`src/rtl/sram_stage_scheduler.sv`:
```
// Decode pipeline sequencer: runs Milestone 1 then Milestone 2 on a go request,
// muxes the single SRAM port to the active stage and watches each stage for a hang.
//
// state       | meaning
// S_IDLE      | waiting for go
// S_M1_START  | one-cycle start pulse to M1, SRAM granted to M1
// S_M1_WAIT   | waiting for M1_done rising edge, timer running
// S_M2_START  | one-cycle start pulse to M2, SRAM granted to M2
// S_M2_WAIT   | waiting for M2_done rising edge, timer running
// S_DONE      | one-cycle done pulse, SRAM released
// S_ERROR     | a stage hung; error held until go or reset
module sram_stage_scheduler #(
    parameter int ADDR_W      = 18,
    parameter int DATA_W      = 16,
    parameter int TIMEOUT_CYC = 4194304
) (
    input  logic              CLOCK_50_I,
    input  logic              Resetn,
    input  logic              go,
    output logic              M1_start,
    input  logic              M1_done,
    input  logic [ADDR_W-1:0] M1_addr,
    input  logic [DATA_W-1:0] M1_wdata,
    input  logic              M1_we_n,
    output logic              M2_start,
    input  logic              M2_done,
    input  logic [ADDR_W-1:0] M2_addr,
    input  logic [DATA_W-1:0] M2_wdata,
    input  logic              M2_we_n,
    output logic [ADDR_W-1:0] SRAM_address,
    output logic [DATA_W-1:0] SRAM_write_data,
    output logic              SRAM_we_n,
    output logic              busy,
    output logic              done,
    output logic              error,
    output logic [31:0]       run_cycles
);

    localparam int TIMER_W = (TIMEOUT_CYC > 1) ? $clog2(TIMEOUT_CYC) : 1;
    localparam logic [TIMER_W-1:0] TIMER_LAST = TIMER_W'(TIMEOUT_CYC - 1);

    typedef enum logic [2:0] {
        S_IDLE,
        S_M1_START,
        S_M1_WAIT,
        S_M2_START,
        S_M2_WAIT,
        S_DONE,
        S_ERROR
    } state_t;

    typedef enum logic [1:0] {
        GRANT_NONE,
        GRANT_M1,
        GRANT_M2
    } grant_t;

    state_t               state;
    grant_t               grant;
    logic [TIMER_W-1:0]   timer;
    logic                 M1_done_q;
    logic                 M2_done_q;
    logic                 m1_rise;
    logic                 m2_rise;
    logic                 timer_expired;

    assign m1_rise       = M1_done & ~M1_done_q;
    assign m2_rise       = M2_done & ~M2_done_q;
    assign timer_expired = (timer == TIMER_LAST);

    // Grant decoded straight from state so an async reset releases the SRAM immediately.
    always_comb begin
        case (state)
            S_M1_START, S_M1_WAIT: grant = GRANT_M1;
            S_M2_START, S_M2_WAIT: grant = GRANT_M2;
            default:               grant = GRANT_NONE;
        endcase
    end

    // Zero-latency mux: the stages depend on fixed SRAM read timing.
    always_comb begin
        SRAM_address    = '0;
        SRAM_write_data = '0;
        SRAM_we_n       = 1'b1;
        case (grant)
            GRANT_M1: begin
                SRAM_address    = M1_addr;
                SRAM_write_data = M1_wdata;
                SRAM_we_n       = M1_we_n;
            end
            GRANT_M2: begin
                SRAM_address    = M2_addr;
                SRAM_write_data = M2_wdata;
                SRAM_we_n       = M2_we_n;
            end
            default: begin
                SRAM_address    = '0;
                SRAM_write_data = '0;
                SRAM_we_n       = 1'b1;
            end
        endcase
    end

    always_ff @(posedge CLOCK_50_I or negedge Resetn) begin
        if (!Resetn) begin
            state      <= S_IDLE;
            M1_start   <= 1'b0;
            M2_start   <= 1'b0;
            busy       <= 1'b0;
            done       <= 1'b0;
            error      <= 1'b0;
            run_cycles <= '0;
            timer      <= '0;
            M1_done_q  <= 1'b0;
            M2_done_q  <= 1'b0;
        end else begin
            M1_done_q <= M1_done;
            M2_done_q <= M2_done;
            M1_start  <= 1'b0;
            M2_start  <= 1'b0;
            done      <= 1'b0;

            if (busy && (run_cycles != 32'hFFFF_FFFF)) begin
                run_cycles <= run_cycles + 32'd1;
            end

            case (state)
                S_IDLE, S_ERROR: begin
                    if (go) begin
                        state      <= S_M1_START;
                        M1_start   <= 1'b1;
                        busy       <= 1'b1;
                        error      <= 1'b0;
                        run_cycles <= '0;
                        timer      <= '0;
                    end
                end
                S_M1_START: begin
                    state <= S_M1_WAIT;
                    timer <= '0;
                end
                S_M1_WAIT: begin
                    // A done edge on the final timer cycle still counts as success.
                    if (m1_rise) begin
                        state    <= S_M2_START;
                        M2_start <= 1'b1;
                        timer    <= '0;
                    end else if (timer_expired) begin
                        state <= S_ERROR;
                        error <= 1'b1;
                        busy  <= 1'b0;
                    end else begin
                        timer <= timer + 1'b1;
                    end
                end
                S_M2_START: begin
                    state <= S_M2_WAIT;
                    timer <= '0;
                end
                S_M2_WAIT: begin
                    if (m2_rise) begin
                        state <= S_DONE;
                        done  <= 1'b1;
                        busy  <= 1'b0;
                    end else if (timer_expired) begin
                        state <= S_ERROR;
                        error <= 1'b1;
                        busy  <= 1'b0;
                    end else begin
                        timer <= timer + 1'b1;
                    end
                end
                S_DONE: begin
                    state <= S_IDLE;
                end
                default: begin
                    state <= S_IDLE;
                    busy  <= 1'b0;
                end
            endcase
        end
    end

endmodule

```
`config.mk`:
```
export PLATFORM = sky130hd
export DESIGN_NAME = sram_stage_scheduler
export DESIGN_NICKNAME = d
export VERILOG_FILES = /design/src/rtl/sram_stage_scheduler.sv
export SDC_FILE = /design/constraint.sdc
export NUM_CORES = 1
export LEC_CHECK = 0
export BUFFER_PORTS_ARGS = -buffer_cell sky130_fd_sc_hd__clkbuf_2
export CORE_UTILIZATION = 30
export CTS_CLUSTER_DIAMETER = 40
export DETAILED_ROUTE_END_ITERATION = 12
export PLACE_DENSITY = 0.54
export SKIP_LAST_GASP = 1
export SLEW_MARGIN = 20
export SYNTH_ARGS = -nofsm -noshare
export SYNTH_HDL_FRONTEND = slang
export SYNTH_SLANG_ARGS = --single-unit
```
`constraint.sdc`:
```
create_clock -name CLOCK_50_I -period 6.1 [get_ports CLOCK_50_I]
set_input_delay 0.61 -clock CLOCK_50_I [delete_from_list [all_inputs] [get_ports CLOCK_50_I]]
set_output_delay 0.61 -clock CLOCK_50_I [all_outputs]
set_load 0.03 [all_outputs]
```
======== Word level (Yosys, flattened, before mapping) ========
Cells that the tools add are included.
word-level totals
  logic and storage cells ................. 75
  output and inout port bits .............. 72
  bits in registers ....................... 64
  bits of input ports ..................... 75
cells by class
  $add $sub $neg .......................... 2
  mux-type cells .......................... 33
  reductions and logical operators ........ 12
  bitwise operators ....................... 5
  equality and inequality tests ........... 13
operators by type and width
  operator                 count
  $mux W32                 3
  $mux W22                 4
  $pmux W22 S4             1
  $pmux W18 S2             1
  $add A32 B1 Y32 const B  1
  $ne A32 B32 Y1 const B   1
  $pmux W16 S2             1
  $add A22 B1 Y22 const B  1
  $eq A22 B22 Y1 const B   1
  $pmux W3 S5              1
  $mux W1                  14
  $mux W3                  4
  $eq A3 B3 Y1 const B     3
  $reduce_or A2 Y1         4
  $eq A3 B2 Y1 const B     2
  $ne A2 B2 Y1 const B     3
  $reduce_and A3 Y1        2
  $pmux W1 S4              1
  $pmux W2 S2              1
  $reduce_and A4 Y1        1
  $reduce_bool A4 Y1       1
  $eq A3 B1 Y1 const B     1
  $logic_not A3 Y1         1
  $not A1 Y1               3
  8 further kinds          9

======== Depth between registers and ports, before layout ========
Gate-level depths: netlist (run 1).
  depth in word-level cells ............... 5
  depth in mapped cells ................... 9
  mapped depth without buffers ............ 7

======== Worst setup path before layout (run 1) ========
Ideal clock, no wire load.
  kind .................................... reg-to-output
  from .................................... register state[2]
  to ...................................... output port SRAM_address[0]
  data required time ...................... 5,490 ps
  slack ................................... 3,023 ps
  data arrival time ....................... 2,467 ps
  buffers on the path ..................... 3
  stages on the path, launching flop included .. 9
  cells stage by stage .................... dfrtp_1 > clkbuf_1 > or3b_2 > o21ai_0 > ha_1 > clkbuf_1 > clkbuf_1 > a22oi_1 > nor2_1
on the way
  cells in the longest elaborated chain, start to end .. 5
  elaborated cells on any way between the ends .. 10
  those cells by class .................... eq/ne: 6; mux: 2; reduce/logical: 2
RTL lines
  item                                          line  text
  from (decl)                                   58    state_t state;
  from (signal assigned)                        106   state <= S_IDLE;
  from (signal assigned)                        130   state <= S_M1_START;
  from (signal assigned)                        139   state <= S_M1_WAIT;
  $eq A3 B3 Y1 (tied with other cells)          73    case (state)
  $reduce_or A2 Y1                              73
  $pmux W2 S2 (*)                               73
  $eq A2 B2 Y1 or $eq A2 B1 Y1 (tied branches)  85    case (grant)
  $pmux W18 S2 (*)                              85
  to (decl)                                     30    output logic [ADDR_W-1:0] SRAM_address,
Mark *: on every way between the ends. The rest lies on a longest branch, timed or not.

======== Worst setup path in the final report (run 1) ========
  from .................................... register state[2]
  to ...................................... output port SRAM_address[7]
The elaborated chain is that of the path after synthesis.

==> flow_summary.toml, run 1 <==
[outcome]
status = "finished, final reports clean"

[clock_network]
clk_pin_slew_ps = 50
clock_latency_ps = 330
clockBufferDepth = 2
cts_hold_buffers = 0
htreeDepth = 3
postCtsSetupBuffers = 0
cts-resized-gates = 0
clock-sinks = 64
cts_tree = "done"
cts_buffers = 9
root_buffer = "clkbuf_16"

[worst_setup_path]
worstPathRequired_ps = 5490
cpPeakStageDelay_ps = 670
worst_setup_path_end_kind = "output pin"
reg2reg_depth = 5
critPathMaxFanout = 35
crit_slowest_cell = "ha_2"
crit_chain = "or3b_2 -> o21ai_0 -> ha_2 -> a22oi_1 -> nor2_1 -> clkbuf_2"
cp_data_arrival_time_ps = 2960
crit_path_start_kind = "register"
critical_path_class = "reg2out"
r2r_setup_slack_ps = 3250

[timing]
setup_viol = 0
post-route-min-period_ps = 3572
final.setup.tns_ps = 0
min_period_over_period_pct = 58.56
rsz0062_at_grt = "false"
tightest_slew_ps = 1028
relSlewSlack_pct = 31.36
finClkSkew_ps = 4.980
slew_violations = 0
fmax_ghz = 0.2800
hold_viol = 0

[detailed_routing]
drc = 0
routed_wl_um = 12740
drtAntennaViolNets = 0
drt-initial-drc-count = 307
wl_per_cell_um = 15.71
vias_per_cell = 5.577
num_vias = 4523
firstDrtPassIters = 6

[yosys]
ys_ff_latch = 64
syn_area_um2 = 4148
synthArstFlopShare_pct = 100.0
seq_area_frac_synth_pct = 38.61
synth_top_cell_area_share_pct = 38.61
yosysUniqueCellTypes = 57
synth_edf_count = 0
avgSynthCellArea_um2 = 8.197
synth_top_cell_by_area = "dfrtp_1"
syn_inst = 506
ys.flop_type = "dfrtp_1"
yosys-top-cells-count = "dfrtp_1, nor2_1, a21oi_1"
syn_nets = 586
yosysWarningCount = 0
synth_area_leaders = "dfrtp_1, a22oi_1, nor2_1, a21oi_1, or4_1"
yosysMostFrequentCell = "dfrtp_1"

[global_route]
grt_pass1_vias = 4262
grt_max_degree = 65
antenna_found_initial = 0
grt_pass1_wl_um = 20730
grt_overflow = 0
globalRouteTotalUtil_pct = 18.05

[pwr]
p_leak_nw = 2.329
powerDensity_nw_per_um2 = 273.4
ir_drop_mv = 0.1694
power_w = 0.001449

[place]
gp_routability_congestion = 0.8295
port_buffers = 146
dp_hpwl_um = 9204

[floorplan]
coreArea_um2 = 13350
start_util_pct = 31.07
rows = 42
die_width_um = 119.6
die_height_um = 119.6
ioPinCount = 147
die-area_um2 = 14300

[finish]
diodes = 0
syn_to_final_growth_pct = 27.75
finalNetCount = 710
drive_gt1_share_pct = 27.72

[min_path]
worstHoldPathType = "in2reg"
hold_depth = 1

[flow_run]
drv_cap = 0
[cells in the final DEF (no fill, tap or decap), types with 2 or more instances in the layout]
cell,instances
or4_1,21
a22oi_1,34
or3b_2,2
ha_2,2
a21oi_1,42
a31o_2,2
mux2i_1,4
nor4_1,9
dfrtp_1,64
clkbuf_16,9
ha_1,3
clkbuf_8,4
or3_1,15
nand2_1,32
o21ai_0,23
nor3_1,5
and3_1,11
a31oi_1,7
nor2_1,62
o31ai_1,17
nand3_1,31
o211ai_1,3
inv_1,13
nand4b_1,3
nand2b_1,7
clkbuf_2,146
a211oi_1,3
xnor2_1,4
nand4_1,11
and2_1,4
nor2b_1,7
and4_1,4
[through the flow]
step                worst slack [ps]  hold WS, ps  cells  instance area (um2)  utilization (%)
floorplan                       3023        314.4    506                 4148                -
global placement                2552        495.6    795                 4974            37.26
detailed placement              2489        503.1    795                 4974            37.26
CTS                             2112        411.9    811                 5293            39.65
global route                    2327        425.3    811                 5299            39.70
finish                          2528        416.1    811                 5299            39.70
[layout make-up]
type                            count  area, um2
Timing Repair Buffer              147      738.2
Clock inverter                      2      35.03
Clock buffer                       14      284.0
Tap cell                          176      220.2
Sequential cell                    64       1602
Inverter                           13      48.80
Multi-Input combinational cell    395       2371
Fill cell                        1396       8049
[worst max-delay path, delay by kind of cell, from the launching register on]
family,cells,cell delay [ps]
simple gates,2,730
buf+inv,1,240
fa+ha+maj,1,670
compound gates,2,370
flops,1,620
[worst paths after layout]
check,from,end
max,state[2],SRAM_address[7]
min,M2_done,M2_done_q
max reg2reg,state[2],run_cycles[6]
min reg2reg,timer[21],timer[21]
max in group asynchronous,Resetn,run_cycles[25]
min in group asynchronous,Resetn,timer[18]
[cells by family (layout without fill, tap and decap cells)]
logic type	after synthesis	count (layout)	synth area share, %
flip-flops	64	64	38.61
AND/OR/NAND/NOR	234	234	30.44
multiplexers	4	4	0.9653
adder cells (fa/ha/maj)	5	5	1.508
buffers and inverters	47	176	4.374
XOR/XNOR	5	5	1.056
AO/OA/AOI/OAI	147	147	23.05
[report_power, final]
group          internal (W)  switching, W  leakage (nW)
clock network      0.000360      0.000188         0.159
registers          0.000445     0.0000378         0.877
logic              0.000126      0.000292          1.29
[state kept, by name, indices dropped and copies added, names as in the netlist]
signal and cells:
M1_done_q 1, M1_start 1, M2_done_q 1, M2_start 1
busy 1, done 1, error 1, run_cycles 32
state 3, timer 22
[routing by layer]
layer,routed length [um],vias up,GRT usage (%)
li1,-,2171,-
met1,5562,2183,22.86
met2,6357,155,31.25
met3,597,14,2.091
met4,223,0,7.031
met5,0,-,0
(Power assumes the default switching activity.)
==> run 2, diff against run 1 <==
==> constraint.sdc (replaced) <==
create_clock -name CLOCK_50_I -period 3.6 [get_ports CLOCK_50_I]
set_input_delay 0.36 -clock CLOCK_50_I [delete_from_list [all_inputs] [get_ports CLOCK_50_I]]
set_output_delay 0.36 -clock CLOCK_50_I [all_outputs]
set_load 0.03 [all_outputs]
==> run 2 against run 1 <==
Net effect:
- via count shrank 0.73%
- first-iteration DRC count shrank 9.8%
- worst setup slack lost 2100 ps
- die area is the same
- critical path type unchanged
==> flow_summary.toml, run 2 (synthesis results as in run 1) <==
[outcome]
status = "finished, final reports clean"

[worst_setup_path]
r2r-start = "timer[0]"
reg2reg_depth = 7
cp.depth = 7
crit_chain = "or3b_2 -> o21ai_0 -> ha_1 -> buf_4 -> a22oi_1 -> nor2_1 -> clkbuf_2"
cp-startpoint = "state[2]"
cpPeakStageDelay_ps = 620
crit_path_start_kind = "register"
cp_data_arrival_time_ps = 2830
worstPathRequired_ps = 3240
crit_family = "simple AND/OR/NAND/NOR gates"
worst_setup_path_end_kind = "output pin"
critPathBufInv = 2
r2r_setup_slack_ps = 920
crit_slowest_cell = "dfrtp_1"
critical_path_class = "reg2out"
critPathMaxFanout = 35

[detailed_routing]
routed_wl_um = 12620
vias_per_cell = 5.496
wl_per_cell_um = 15.45
drtAntennaViolNets = 0
drt-initial-drc-count = 277
num_vias = 4490
firstDrtPassIters = 5
drc = 0

[timing]
finClkSkew_ps = 3.909
final.setup.tns_ps = 0
fmax_ghz = 0.3137
hold_viol = 0
relSlewSlack_pct = 47.74
setup_viol = 0
rsz0062_at_grt = "false"
post-route-min-period_ps = 3188
min_period_over_period_pct = 88.55
hold_ws_ps = 167.7
tightest_slew_ps = 776.7
slew_violations = 0

[floorplan]
rows = 42
die-area_um2 = 14300
die_height_um = 119.6
start_util_pct = 31.07
coreArea_um2 = 13350
die_width_um = 119.6
ioPinCount = 147

[clock_network]
root_buffer = "clkbuf_16"
clock-sinks = 64
cts_buffers = 9
clockBufferDepth = 2
cts-resized-gates = 0
htreeDepth = 3
postCtsSetupBuffers = 0
clk_pin_slew_ps = 50
cts_hold_buffers = 1
cts_tree = "done"
clock_latency_ps = 330

[global_route]
grt_pass1_wl_um = 20660
grt_overflow = 0
grt_max_degree = 53
grt_pass1_vias = 4217
antenna_found_initial = 0
met2_usage_pct = 30.82
met3_usage_pct = 2.186
met1_usage_pct = 22.52
globalRouteTotalUtil_pct = 17.97
grt.busiest_layer = "met2"

[finish]
largest_register_ffs = 32
nFillCells = 1393
reg_top3 = "run_cycles x32, timer x22, state x3"
syn_to_final_growth_pct = 27.99
diodes = 0
drive_gt1_share_pct = 27.93
top_register = "run_cycles"
layout_common_cells = "clkbuf_2, dfrtp_1, nor2_1"
mostFrequentLayoutCell = "clkbuf_2"
finalNetCount = 716
utilization_pct = 39.77
postLayoutCellArea_um2 = 5309

[min_path]
worstHoldPathType = "in2reg"
hold_start = "M2_done"
hold_depth = 1

[pwr]
p_leak_nw = 2.348
ir_drop_mv = 0.2647
powerDensity_nw_per_um2 = 444.2

[place]
gp_routability_congestion = 0.8638
dp_hpwl_um = 9468
port_buffers = 146
place_area_um2 = 5011

[flow_run]
drv_cap = 0
run 2: per-stage QoR:
stage               cells  setup slack [ps]  total power (W)
floorplan             506             772.7         0.001310
global placement      800             603.8         0.001532
detailed placement    800             493.8         0.001544
CTS                   817             143.7         0.002383
global route          817             237.2         0.002480
finish                817             412.4         0.002358
run 2: path summary, 6_finish.rpt:
check                                  end
setup / recovery           SRAM_address[7]
hold / removal                   M2_done_q
setup reg to reg                  timer[4]
hold reg to reg                  timer[21]
max in group asynchronous        timer[17]
min in group asynchronous        timer[14]
run 2: per-layer routing:
metal / part of all wire, % / vias to the layer above / routed length, um
li1: - / 2174 / -
met1: 43 / 2136 / 5407
met2: 50 / 160 / 6299
met3: 4.8 / 20 / 600
met4: 2.5 / 0 / 312
met5: 0 / - / 0
run 2: report_power, final:
group / total, W / switching [W] / internal, W / leakage (nW)
combinational: 0.000718 / 0.000494 / 0.000224 / 1.33
sequential: 0.000816 / 0.0000625 / 0.000754 / 0.877
clock: 0.000824 / 0.000306 / 0.000519 / 0.145
run 2: layout make-up:
class,count,area [um2],share of cell area (%)
clock inverter,3,15.01,0.2828
tap,176,220.2,4.148
multi-input combinational,395,2367,44.59
clock buffer,13,270.3,5.091
inverter,13,48.80,0.9192
sequential,64,1602,30.17
timing repair buffer,153,785.8,14.80
